**src/rtl/memory_pkg.sv**
```systemverilog
// Shared types and helpers for the byte-strobed memory and its response pipeline.
package memory_pkg;

  localparam int MEM_WIDTH = 32;

  typedef enum logic [0:0] {
    ST_INIT = 1'b0,
    ST_RUN  = 1'b1
  } state_t;

  typedef struct packed {
    logic                 valid;
    logic [MEM_WIDTH-1:0] data;
    logic                 err;
  } resp_stage_t;

  // One byte lane of a strobed write: take the new byte only where its strobe is set.
  function automatic logic [7:0] strb_merge(input logic [7:0] old_byte,
                                            input logic [7:0] new_byte,
                                            input logic       strb);
    logic [7:0] merged;
    if (strb) begin
      merged = new_byte;
    end else begin
      merged = old_byte;
    end
    return merged;
  endfunction

endpackage

```
**src/rtl/mem_resp_pipe.sv**
```systemverilog
// RD_LAT-deep response stage chain. Every stage moves together; the whole chain
// freezes while the last stage holds a response the consumer has not taken.
module mem_resp_pipe
  import memory_pkg::*;
#(
  parameter int  RD_LAT = 1,
  parameter type resp_t = resp_stage_t
) (
  input  logic  clk,
  input  logic  res,
  input  logic  i_rready,
  input  resp_t i_resp,
  output resp_t o_resp,
  output logic  o_advance
);

  resp_t r_stage [RD_LAT];
  logic  w_advance;

  assign w_advance = !(r_stage[RD_LAT-1].valid && !i_rready);
  assign o_advance = w_advance;
  assign o_resp    = r_stage[RD_LAT-1];

  // Stage shift register, flushed by reset.
  always_ff @(posedge clk) begin
    if (!res) begin
      for (int k = 0; k < RD_LAT; k++) begin
        r_stage[k] <= '0;
      end
    end else if (w_advance) begin
      r_stage[0] <= i_resp;
      for (int k = 1; k < RD_LAT; k++) begin
        r_stage[k] <= r_stage[k-1];
      end
    end
  end

endmodule

```
**src/rtl/memory_strb.sv**
```systemverilog
// Single-port word memory with byte strobes, post-reset clear sequence,
// out-of-range error responses and an in-order backpressured response channel.
module memory_strb
  import memory_pkg::*;
#(
  parameter  int WIDTH      = 32,
  parameter  int DEPTH      = 16,
  parameter  int ADDR_WIDTH = 5,
  parameter  int RD_LAT     = 1,
  localparam int STRB_WIDTH = WIDTH / 8
) (
  input  logic                  clk,
  input  logic                  res,
  input  logic                  valid,
  output logic                  ready,
  input  logic                  wr_rd,
  input  logic [ADDR_WIDTH-1:0] addr,
  input  logic [WIDTH-1:0]      wdata,
  input  logic [STRB_WIDTH-1:0] wstrb,
  output logic                  rvalid,
  input  logic                  rready,
  output logic [WIDTH-1:0]      rdata,
  output logic                  err
);

  localparam int IDX_W = (DEPTH > 1) ? $clog2(DEPTH) : 1;
  localparam logic [IDX_W-1:0] LAST_IDX = IDX_W'(DEPTH - 1);

  // Same layout as resp_stage_t, but sized to this instance's data width.
  typedef struct packed {
    logic             valid;
    logic [WIDTH-1:0] data;
    logic             err;
  } resp_t;

  logic [WIDTH-1:0] r_mem [DEPTH];
  state_t           r_state;
  state_t           w_state_nxt;
  logic [IDX_W-1:0] r_cnt;
  logic [IDX_W-1:0] w_cnt_nxt;
  logic [IDX_W-1:0] w_idx;
  logic             w_in_range;
  logic             w_accept;
  logic             w_advance;
  logic [WIDTH-1:0] w_merged;
  resp_t            w_resp_in;
  resp_t            w_resp_out;

  assign w_idx      = addr[IDX_W-1:0];
  assign w_in_range = (32'(addr) < 32'(DEPTH));
  assign ready      = (r_state == ST_RUN) && w_advance;
  assign w_accept   = valid && ready;

  // State and clear-counter registers.
  always_ff @(posedge clk) begin
    if (!res) begin
      r_state <= ST_INIT;
      r_cnt   <= '0;
    end else begin
      r_state <= w_state_nxt;
      r_cnt   <= w_cnt_nxt;
    end
  end

  // Clear sequence walks every word once, then hands over to normal operation.
  always_comb begin
    w_state_nxt = r_state;
    w_cnt_nxt   = r_cnt;
    case (r_state)
      ST_INIT: begin
        if (r_cnt == LAST_IDX) begin
          w_state_nxt = ST_RUN;
          w_cnt_nxt   = '0;
        end else begin
          w_cnt_nxt   = r_cnt + IDX_W'(1);
        end
      end
      ST_RUN: begin
        w_state_nxt = ST_RUN;
      end
      default: begin
        w_state_nxt = ST_INIT;
        w_cnt_nxt   = '0;
      end
    endcase
  end

  // Byte-lane merge of the addressed word with the incoming write.
  always_comb begin
    w_merged = r_mem[w_idx];
    for (int i = 0; i < STRB_WIDTH; i++) begin
      w_merged[8*i +: 8] = strb_merge(r_mem[w_idx][8*i +: 8], wdata[8*i +: 8], wstrb[i]);
    end
  end

  // Memory array: cleared during init, strobed writes afterwards, untouched in reset.
  always_ff @(posedge clk) begin
    if (res) begin
      if (r_state == ST_INIT) begin
        r_mem[r_cnt] <= '0;
      end else if (w_accept && wr_rd && w_in_range) begin
        r_mem[w_idx] <= w_merged;
      end
    end
  end

  // Response entering stage 1; reads capture the word as it stands at the accept edge.
  always_comb begin
    w_resp_in       = '0;
    w_resp_in.valid = w_accept;
    if (w_accept && !w_in_range) begin
      w_resp_in.err = 1'b1;
    end else if (w_accept && !wr_rd) begin
      w_resp_in.data = r_mem[w_idx];
    end else begin
      w_resp_in.data = '0;
    end
  end

  mem_resp_pipe #(
    .RD_LAT (RD_LAT),
    .resp_t (resp_t)
  ) u_resp_pipe (
    .clk       (clk),
    .res       (res),
    .i_rready  (rready),
    .i_resp    (w_resp_in),
    .o_resp    (w_resp_out),
    .o_advance (w_advance)
  );

  assign rvalid = w_resp_out.valid;
  assign rdata  = w_resp_out.data;
  assign err    = w_resp_out.err;

endmodule

```
**config.mk**
```make
export PLATFORM = sky130hd
export DESIGN_NAME = memory_strb
export DESIGN_NICKNAME = d
export VERILOG_FILES = /design/src/rtl/memory_pkg.sv /design/src/rtl/mem_resp_pipe.sv /design/src/rtl/memory_strb.sv
export SDC_FILE = /design/constraint.sdc
export NUM_CORES = 1
export LEC_CHECK = 0
export ABC_AREA = 1
export ABC_CLOCK_PERIOD_IN_PS = 3550
export CELL_PAD_IN_SITES_DETAIL_PLACEMENT = 1
export CELL_PAD_IN_SITES_GLOBAL_PLACEMENT = 1
export CORE_UTILIZATION = 49
export CTS_BUF_LIST = sky130_fd_sc_hd__clkbuf_16
export DETAILED_ROUTE_END_ITERATION = 6
export PLACE_DENSITY_LB_ADDON = 0.1
export SETUP_SLACK_MARGIN = 0.4
export SYNTH_ARGS = -nofsm -noshare
export SYNTH_HDL_FRONTEND = slang
export SYNTH_SLANG_ARGS = --single-unit
```
**constraint.sdc**
```tcl
create_clock -name clk -period 3.55 [get_ports clk]
set_input_delay 0.355 -clock clk [delete_from_list [all_inputs] [get_ports clk]]
set_output_delay 0.355 -clock clk [all_outputs]
set_load 0.01 [all_outputs]
```
After elaboration in Yosys (flattened, before gate mapping) --
Memories as Yosys holds them, arrays and structs flattened. Cells that the tools add are included.
Word-level totals: register bits 5, bits in latches 0, bits in writable memories 546, bits in read-only memories 0, input bits 46, output and inout port bits 35, word-level logic and storage cells 47, memories kept 2
Memory list:
- r_mem | depth 16, bits a word 32, rd ports 1, clocked after memory_dff 0, write ports 1, line memory_strb.sv:36 | logic [WIDTH-1:0] r_mem [DEPTH];
- u_resp_pipe.r_stage | depth 1, bits a word 34, rd ports 1, clocked after memory_dff 0, write ports 1, line mem_resp_pipe.sv:17 | resp_t r_stage [RD_LAT];
Operators by class: $add $sub $neg 1, $mul 0, div/mod/pow operators 0, $lt $le $gt $ge 1, equal/unequal tests 1, shifts and indexed selects 0, muxes and demuxes 26, bitwise operators 1, reduce and logical (&&, ||, !) cells 13
Operators by type and width (count):
- 32-bit 2-to-1 mux | 3
- 34-bit 2-to-1 mux | 1
- 34-bit OR reduction | 1
- 8-bit 2-to-1 mux | 4
- 32-bit OR reduction | 1
- 1-bit 2-to-1 mux | 15
- 4-bit 2-to-1 mux | 2
- 1-bit logical AND | 7
- 5-bit less-than comparator (second input constant) | 1
- 4-bit by 1-bit adder with 4-bit output (second input constant) | 1
- 4-bit == test (second input constant) | 1
- 1-bit zero test | 4
- 1-bit case mux with 2 select lines | 1
- 1-bit NOT | 1

Longest topological paths before layout --
Gate-level depths: netlist of the first run.
depth in word-level cells 13, gate-level depth with buffers 12

Cells and area by module --
A second synthesis of the first run with hierarchy kept.
Unflattened totals: cell total of the unflattened synthesis 2355, area total of the unflattened synthesis 23961.7 um^2
Modules (own cells, without submodules):
- memory_strb | instances 1, cells each 2246, area each 22625.4 um^2
- mem_resp_pipe | instances 1, cells each 109, area each 1336.3 um^2

Worst setup path before layout of the first run --
OpenSTA, ideal clock, no wires.
kind register to register, from memory u_resp_pipe.r_stage[0][33] in the netlist's numbering, to memory r_mem[12][0], enable pin, library setup time 421 ps, arrival 2623 ps, setup slack 505 ps, cell stages (with the launch flop) 11, path buffers 1, period minus slack after synthesis 3045 ps, cell sequence edfxtp_1 nand2_1 nand2_2 nor2_4 nand3_2 buf_6 nand2_1 nand2_1 clkinv_1 nand2_2 nor2_1
Between the ends: word-level cells in the longest chain between the ends 13, elaborated cells on any way between the ends 14, those cells by class mux: 6; reduce/logical: 7; memory: 1
Ends and longest elaborated chain:
- from (decl) | line mem_resp_pipe.sv:17
- memory 1 x 34 bit (*)
- 1-bit logical AND (*) | line mem_resp_pipe.sv:20 | assign w_advance = !(r_stage[RD_LAT-1].valid && !i_rready);
- 1-bit zero test (*) | line mem_resp_pipe.sv:20
- 1-bit logical AND (*) | line memory_strb.sv:51 | assign ready = (r_state == ST_RUN) && w_advance;
- 1-bit logical AND (*) | line memory_strb.sv:52 | assign w_accept = valid && ready;
- 1-bit logical AND (*) (2 in series) | line memory_strb.sv:101 | end else if (w_accept && wr_rd && w_in_range) begin
- 1-bit 2-to-1 mux (*) | line memory_strb.sv:101
- 1-bit 2-to-1 mux (*) | line memory_strb.sv:99 | if (r_state == ST_INIT) begin
- 1-bit 2-to-1 mux (*) | line memory_strb.sv:98 | if (res) begin
- 1-bit 2-to-1 mux (not written as such) (*) | line memory_strb.sv:102 | r_mem[w_idx] <= w_merged;
- 32-bit OR reduction (no source line)
- 4-bit 2-to-1 mux (no source line) / 1-bit 2-to-1 mux (equally long branches)
- to (decl) | line memory_strb.sv:36
Every way passes the cells marked *; elsewhere a longest branch is shown, timed or not.

Worst setup path in the final report of the first run --
from memory u_resp_pipe.r_stage[0][33] in the netlist's numbering, to memory r_mem[9][19], enable pin
Same word-level chain as after synthesis.

==> flow_metrics.env, run 1 <==
export IMPL_r2r_start="u_resp_pipe.r_stage[0][33]$_SDFFCE_PN0P_"
export IMPL_fin_nets=2439
export IMPL_crit_type="reg -> reg"
export IMPL_wl_per_cell_um=21.7
export IMPL_min_from="addr[3]"
export IMPL_whs_ns=0.484
export IMPL_crit_required_ns=3.83
export IMPL_die_height_um=222
export IMPL_synth_top_cell_area_share_pct=69.1
export IMPL_cts_resized=0
export IMPL_yosysWarnings=0
export IMPL_clkSlewWorstSetupHoldPaths_ns=0.06
export IMPL_grt_usage_pct=27.3
export IMPL_htreeDepth=2
export IMPL_final_cells=3055
export IMPL_grt_max_degree=113
export IMPL_dr_pass1_iters=5
export IMPL_ys_seq_area_share_pct=69.5
export IMPL_arrival_ns=3.00
export IMPL_yosys_top_cells_area="edfxtp_1 (69%), nand2_1 (13%), nand3_1 (7.6%)"
export IMPL_path_buf_inv=1
export IMPL_yosys_area_top_type="edfxtp_1"
export IMPL_cp_end_kind="flip-flop"
export IMPL_clock_path_buffers=3
export IMPL_coreArea_sq_um=47700
export IMPL_tightest_slew_ns=0.984
export IMPL_postCtsHoldBufs=0
export IMPL_cp_max_fo=21
export IMPL_drc=0
export IMPL_min_to="u_resp_pipe.r_stage[0][32]$_SDFFCE_PP0P_"
export IMPL_rsz0062_at_grt="false"
export IMPL_num_vias=16549
export IMPL_area_growth_pct=16.2
export IMPL_slew_headroom_pct=34.4
export IMPL_p_per_area_nw_per_um2=520
export IMPL_status="finished, final reports clean"
export IMPL_fmax_mhz=369
export IMPL_grt_pass1_vias=18005
export IMPL_place_congestion=0.795
export IMPL_slew_viol_final=0
export IMPL_ioPinCount=81
export IMPL_cpMostUsedCell="nor2_4"
export IMPL_first_iter_violations=1129
export IMPL_clk_latency_ns=0.63
export IMPL_slowest_delay_ns=0.46
export IMPL_die_width_um=222
export IMPL_syn_avg_cell_area_sq_um=10.3
export IMPL_ant_nets=0
export IMPL_dieArea_sq_um=49300
export IMPL_skew_ns=0.0230
export IMPL_ys_ff_latch=551
export IMPL_post_route_min_period_ns=2.71
export IMPL_ff2ff_path_depth=8
export IMPL_post_synth_num_cell_types=21
export IMPL_use_met3_pct=3.54
export IMPL_tns_ns=0
export IMPL_worstPathCellList="nand2_1 -> nand2_2 -> nor2_4 -> nand3_2 -> o21ai_0 -> nand3_1 -> nor2_4 -> buf_4"
export IMPL_crit_path_top_delay_cell="nand3_1"
export IMPL_overflow=0
export IMPL_grtUsageMet2_pct=49.0
export IMPL_antenna_found_initial=0
export IMPL_fillers=5090
export IMPL_cts_setup_buffers=0
export IMPL_antenna_cells=0
export IMPL_hpwlAfterDp_um=40200
export IMPL_num_rows=80
export IMPL_worstHoldPathCells=4
export IMPL_crit_path_start_kind="flip-flop"
export IMPL_root_buffer="clkbuf_16"
export IMPL_design_area_sq_um=27600
export IMPL_min_period_over_period_pct=76.4
export IMPL_viasPerCell=5.42
export IMPL_cp_top_family="simple AND/OR/NAND/NOR gates"
export IMPL_ir_drop_mv=0.425
export IMPL_drive_gt1_share_pct=8.20
export IMPL_power_leakage_uw=0.0117
export IMPL_grt_use_met1_pct=33.2
export IMPL_clock_sinks=551
export IMPL_grt_busiest_layer="met2"
export IMPL_grt_pass1_wl_um=102000
export IMPL_postSynthCellCount=2298
export IMPL_routed_wl_um=66300
export IMPL_finalHoldViolCount=0
export IMPL_dpl_cell_area_sq_um=25600
export IMPL_r2r_slack_ns=0.84
export IMPL_r2r_end="r_mem[9][19]$_DFFE_PP_"
export IMPL_setup_viol=0
export IMPL_cts_buffers=57
export IMPL_maxCapViolations=0
export IMPL_cts_tree="built"
export IMPL_power_total_uw=14400
export IMPL_syn_nets=2345
export IMPL_initial_core_util_pct=49.7
export IMPL_dp_cells=2948
export IMPL_syn_area_sq_um=23700
export IMPL_hold_class="in -> reg"
export IMPL_numPortBuffers=80
[flip-flops by register name, summed over array words and instances, names as in the netlist]
signal and count:
r_state 1, u_resp_pipe.r_stage 34, r_mem 512, r_cnt 4
[cell usage after synthesis]
master    number
inv_1        307
o21ai_0        5
nand3_1      359
buf_2         51
clkinv_1       1
nand2_2        3
inv_2          1
nor2_4         2
buf_1         16
edfxtp_1     546
nand3_2        1
nor2_1        82
buf_4         14
buf_6          1
a21oi_1       37
nand4_1        7
a211oi_1       1
nand2_1      822
ha_1           1
dfxtp_1        5
clkbuf_1      36
[cell families after synthesis]
group	Yosys count	synth area share, %
AOI/OAI and AO/OA	43	0.917
adders and majority gates	1	0.0527
buffers and inverters	427	7.27
DFF	551	69.5
and+or+nand+nor	1276	22.3
[through the flow]
stage / worst slack, ns / utilization, %
global route: 0.730 / 57.8
detailed placement: 0.468 / 53.6
CTS: 0.872 / 57.8
floorplan: 0.505 / -
finish: 0.837 / 57.8
global placement: 0.584 / 53.6
[layout by cell type (no fill, tap or decap)]
master,Yosys,layout
a21oi_1,37,37
nand3_2,1,2
a211oi_1,1,1
bufinv_16,0,12
o21ai_0,5,5
nand2_1,822,821
ha_1,1,1
buf_12,0,14
dfxtp_1,5,5
inv_1,307,309
buf_2,51,2
inv_4,0,1
clkinv_1,1,8
nor2_4,2,18
inv_2,1,1
clkinvlp_4,0,1
buf_4,14,60
edfxtp_1,546,546
clkdlybuf4s50_1,0,76
nand4_1,7,7
nand2_2,3,4
clkinv_4,0,1
inv_6,0,2
nand3_1,359,358
nor2_1,82,66
clkbuf_8,0,1
clkbuf_16,0,57
inv_8,0,1
clkinv_2,0,21
clkinv_8,0,2
[routing by layer]
metal	part of all wire, %	up-vias
li1	-	7700
met1	41	8362
met2	51	344
met3	3.6	143
met4	3.8	0
met5	0	-
[report_power, final]
part | switching, uW | internal [uW]
combinational | 580 | 253
clock | 2560 | 3810
sequential | 23.6 | 7140
total | 3170 | 11200
[worst max path at each step]
stage	startpoint	endpoint	slack, ns	cells past startpoint
after floorplan	u_resp_pipe.r_stage[0][33]$_SDFFCE_PN0P_	r_mem[12][0]$_DFFE_PP_	0.51	10
after global placement	rready	r_mem[5][16]$_DFFE_PP_	0.58	13
after detailed placement	rready	r_mem[10][17]$_DFFE_PP_	0.47	10
after CTS	u_resp_pipe.r_stage[0][33]$_SDFFCE_PN0P_	r_mem[10][29]$_DFFE_PP_	0.87	8
after global routing	u_resp_pipe.r_stage[0][33]$_SDFFCE_PN0P_	r_mem[5][19]$_DFFE_PP_	0.73	11
final	u_resp_pipe.r_stage[0][33]$_SDFFCE_PN0P_	r_mem[9][19]$_DFFE_PP_	0.84	8
[worst min-delay path, stage by stage]
cell and delay (ns):
buf_2 0.15, buf_4 0.22, nand3_1 0.12, a21oi_1 0.07
[final cells by class]
cell class,count,area (sq um),share of cell area (%)
timing repair buffer,153,1520,5.49
inverter,309,1170,4.23
clock inverter,50,576,2.09
multi-input combinational,1320,5640,20.5
sequential,551,16500,59.8
tap,615,769,2.79
clock buffer,57,1430,5.17
(Power assumes the default switching activity.)
==> run 2, diff against run 1 <==
Settings changed: ABC_CLOCK_PERIOD_IN_PS 3550 to 2500.
Clock period 3.55 ns to 2.5 ns, I/O delays scaled along.
==> flow_metrics.env, run 2 (synthesis gave the netlist of run 1 again) <==
export IMPL_ant_nets=0
export IMPL_clk_latency_ns=0.64
export IMPL_ioPinCount=81
export IMPL_cp_end_kind="flip-flop"
export IMPL_drive_gt1_share_pct=11.5
export IMPL_grt_pass1_wl_um=111000
export IMPL_rsz0062_at_grt="true"
export IMPL_numPortBuffers=80
export IMPL_p_per_area_nw_per_um2=672
export IMPL_final_common_cell="nand2_1"
export IMPL_cts_buffers=57
export IMPL_viasPerCell=5.60
export IMPL_power_leakage_uw=0.0123
export IMPL_arrival_ns=2.54
export IMPL_crit_type="reg -> reg"
export IMPL_crit_path_start_kind="flip-flop"
export IMPL_fillers=4997
export IMPL_first_iter_violations=1450
export IMPL_post_route_min_period_ns=2.21
export IMPL_die_width_um=222
export IMPL_final_cell_mix="nand2_1 (811), edfxtp_1 (546), nand3_1 (353), inv_1 (308), buf_12 (77)"
export IMPL_crit_required_ns=2.83
export IMPL_fin_nets=2524
export IMPL_comb_power_share_pct=7.2
export IMPL_routed_wl_um=76500
export IMPL_grt_max_degree=72
export IMPL_switching_power_uw=4610
export IMPL_tns_ns=0
export IMPL_slew_viol_final=0
export IMPL_multi_input_area_sq_um=5800
export IMPL_wl_per_cell_um=24.4
export IMPL_tightest_slew_ns=0.640
export IMPL_switching_share_pct=23.5
export IMPL_grt_pass1_vias=18521
export IMPL_pwr_share_clk_pct=41.1
export IMPL_min_period_over_period_pct=88.5
export IMPL_area_growth_pct=23.2
export IMPL_ir_drop_mv=0.536
export IMPL_cts_tree="built"
export IMPL_hold_class="in -> reg"
export IMPL_seqPwrFrac_pct=51.7
export IMPL_clkSlewWorstSetupHoldPaths_ns=0.06
export IMPL_regMostFlops="r_mem"
export IMPL_largest_reg_flops=512
export IMPL_antenna_found_initial=0
export IMPL_root_buffer="clkbuf_16"
export IMPL_skew_ns=0.0337
export IMPL_initial_core_util_pct=49.7
export IMPL_status="finished, final reports clean"
export IMPL_dr_pass1_iters=7
export IMPL_fmax_mhz=452
export IMPL_maxCapViolations=0
export IMPL_place_ws_ns=-0.0299
export IMPL_slew_headroom_pct=57.3
export IMPL_setup_viol=0
export IMPL_largest_registers="r_mem (512), u_resp_pipe.r_stage (34), r_cnt (4)"
export IMPL_coreArea_sq_um=47700
export IMPL_place_congestion=0.859
export IMPL_num_rows=80
export IMPL_num_vias=17567
export IMPL_finalHoldViolCount=0
export IMPL_drc=0
export IMPL_antenna_cells=0
export IMPL_grt_usage_pct=30.0
export IMPL_overflow=0
export IMPL_hpwlAfterDp_um=46500
export IMPL_clock_sinks=551
export IMPL_die_height_um=222
export IMPL_htreeDepth=2
export IMPL_r2r_slack_ns=0.29
export IMPL_p_int_uw=15100
export IMPL_cp_max_fo=8
export IMPL_postCtsHoldBufs=0
export IMPL_seq_area_sq_um=16500
export IMPL_dieArea_sq_um=49300
export IMPL_setup_slack_ns=0.288
export IMPL_clock_path_buffers=3
[run 2: cell types whose count changed in the layout (fill, tap and decap cells not counted), moves of 5 or more]
cell | before | now
buf_12 | 14 | 77
clkbuf_16 | 57 | 70
clkinv_1 | 8 | 21
nand2_1 | 821 | 811
bufinv_16 | 12 | 3
clkinv_2 | 21 | 12
buf_6 | 0 | 5
clkinvlp_4 | 1 | 6
nand3_1 | 358 | 353
[run 2: area by class of cell]
cell class                      count  area share [%]
Tap cell                          615            2.63
Timing Repair Buffer              238            11.1
Clock inverter                     49            1.08
Clock buffer                       57            4.88
Sequential cell                   551            56.4
Multi-Input combinational cell   1320            19.8
Inverter                          309            4.08
[run 2: worst paths after layout]
path                                                               start                                  endpoint  cells past startpoint
worst max-delay path            u_resp_pipe.r_stage[0][33]$_SDFFCE_PN0P_                    r_mem[2][23]$_DFFE_PP_                     10
worst min-delay path                                             addr[3]  u_resp_pipe.r_stage[0][21]$_SDFFCE_PP0P_                      3
worst max register to register  u_resp_pipe.r_stage[0][33]$_SDFFCE_PN0P_                    r_mem[2][23]$_DFFE_PP_                     10
worst min register to register                        r_state$_SDFF_PN0_                     r_cnt[1]$_SDFFE_PN0N_                      1
[run 2: power groups by stage]
stage | sequential (uW) | clock (uW) | combinational [uW]
after floorplan | 10400 | 0 | 755
after detailed placement | 10400 | 0 | 1300
final | 10200 | 8080 | 1410
after global placement | 10400 | 0 | 1260
after global routing | 10200 | 8430 | 1520
after CTS | 10200 | 8140 | 1330
[run 2: routing by layer]
| layer | track usage (%) | part of all wire [%] | wire (um) |
|---|---|---|---|
| met1 | 36.9 | 40 | 30400 |
| met2 | 53.8 | 51 | 39200 |
| met3 | 3.78 | 5.0 | 3850 |
| met4 | 11.5 | 4.0 | 3090 |
| met5 | 0 | 0 | 0 |
[run 2: stage by stage]
step                instance area (sq um)  std cells  power (uW)  util, %  hold slack [ns]
floorplan                           24000       2298       11100        -            0.420
global placement                    26800       3003       11600     56.1            0.513
detailed placement                  26800       3003       11700     56.1            0.525
CTS                                 28700       3117       19600     60.1            0.240
global route                        29200       3139       20100     61.2            0.266
finish                              29200       3139       19700     61.2            0.261
[run 2: timing repair]
action	CTS	global route
setup endpoints to repair	513	523
gates cloned	1	16
pin swaps	8	10
gates resized for setup	13	21
setup buffers	7	6
[run 2: worst max-delay path, cell delays in order, from the launching register on]
cell,delay (ns)
edfxtp_1,0.41
nand2_1,0.10
nand2_2,0.07
nor2_4,0.14
buf_6,0.15
nand4_1,0.12
nand2_2,0.19
nand3_2,0.22
nor2_4,0.16
buf_12,0.16
clkbuf_16,0.18
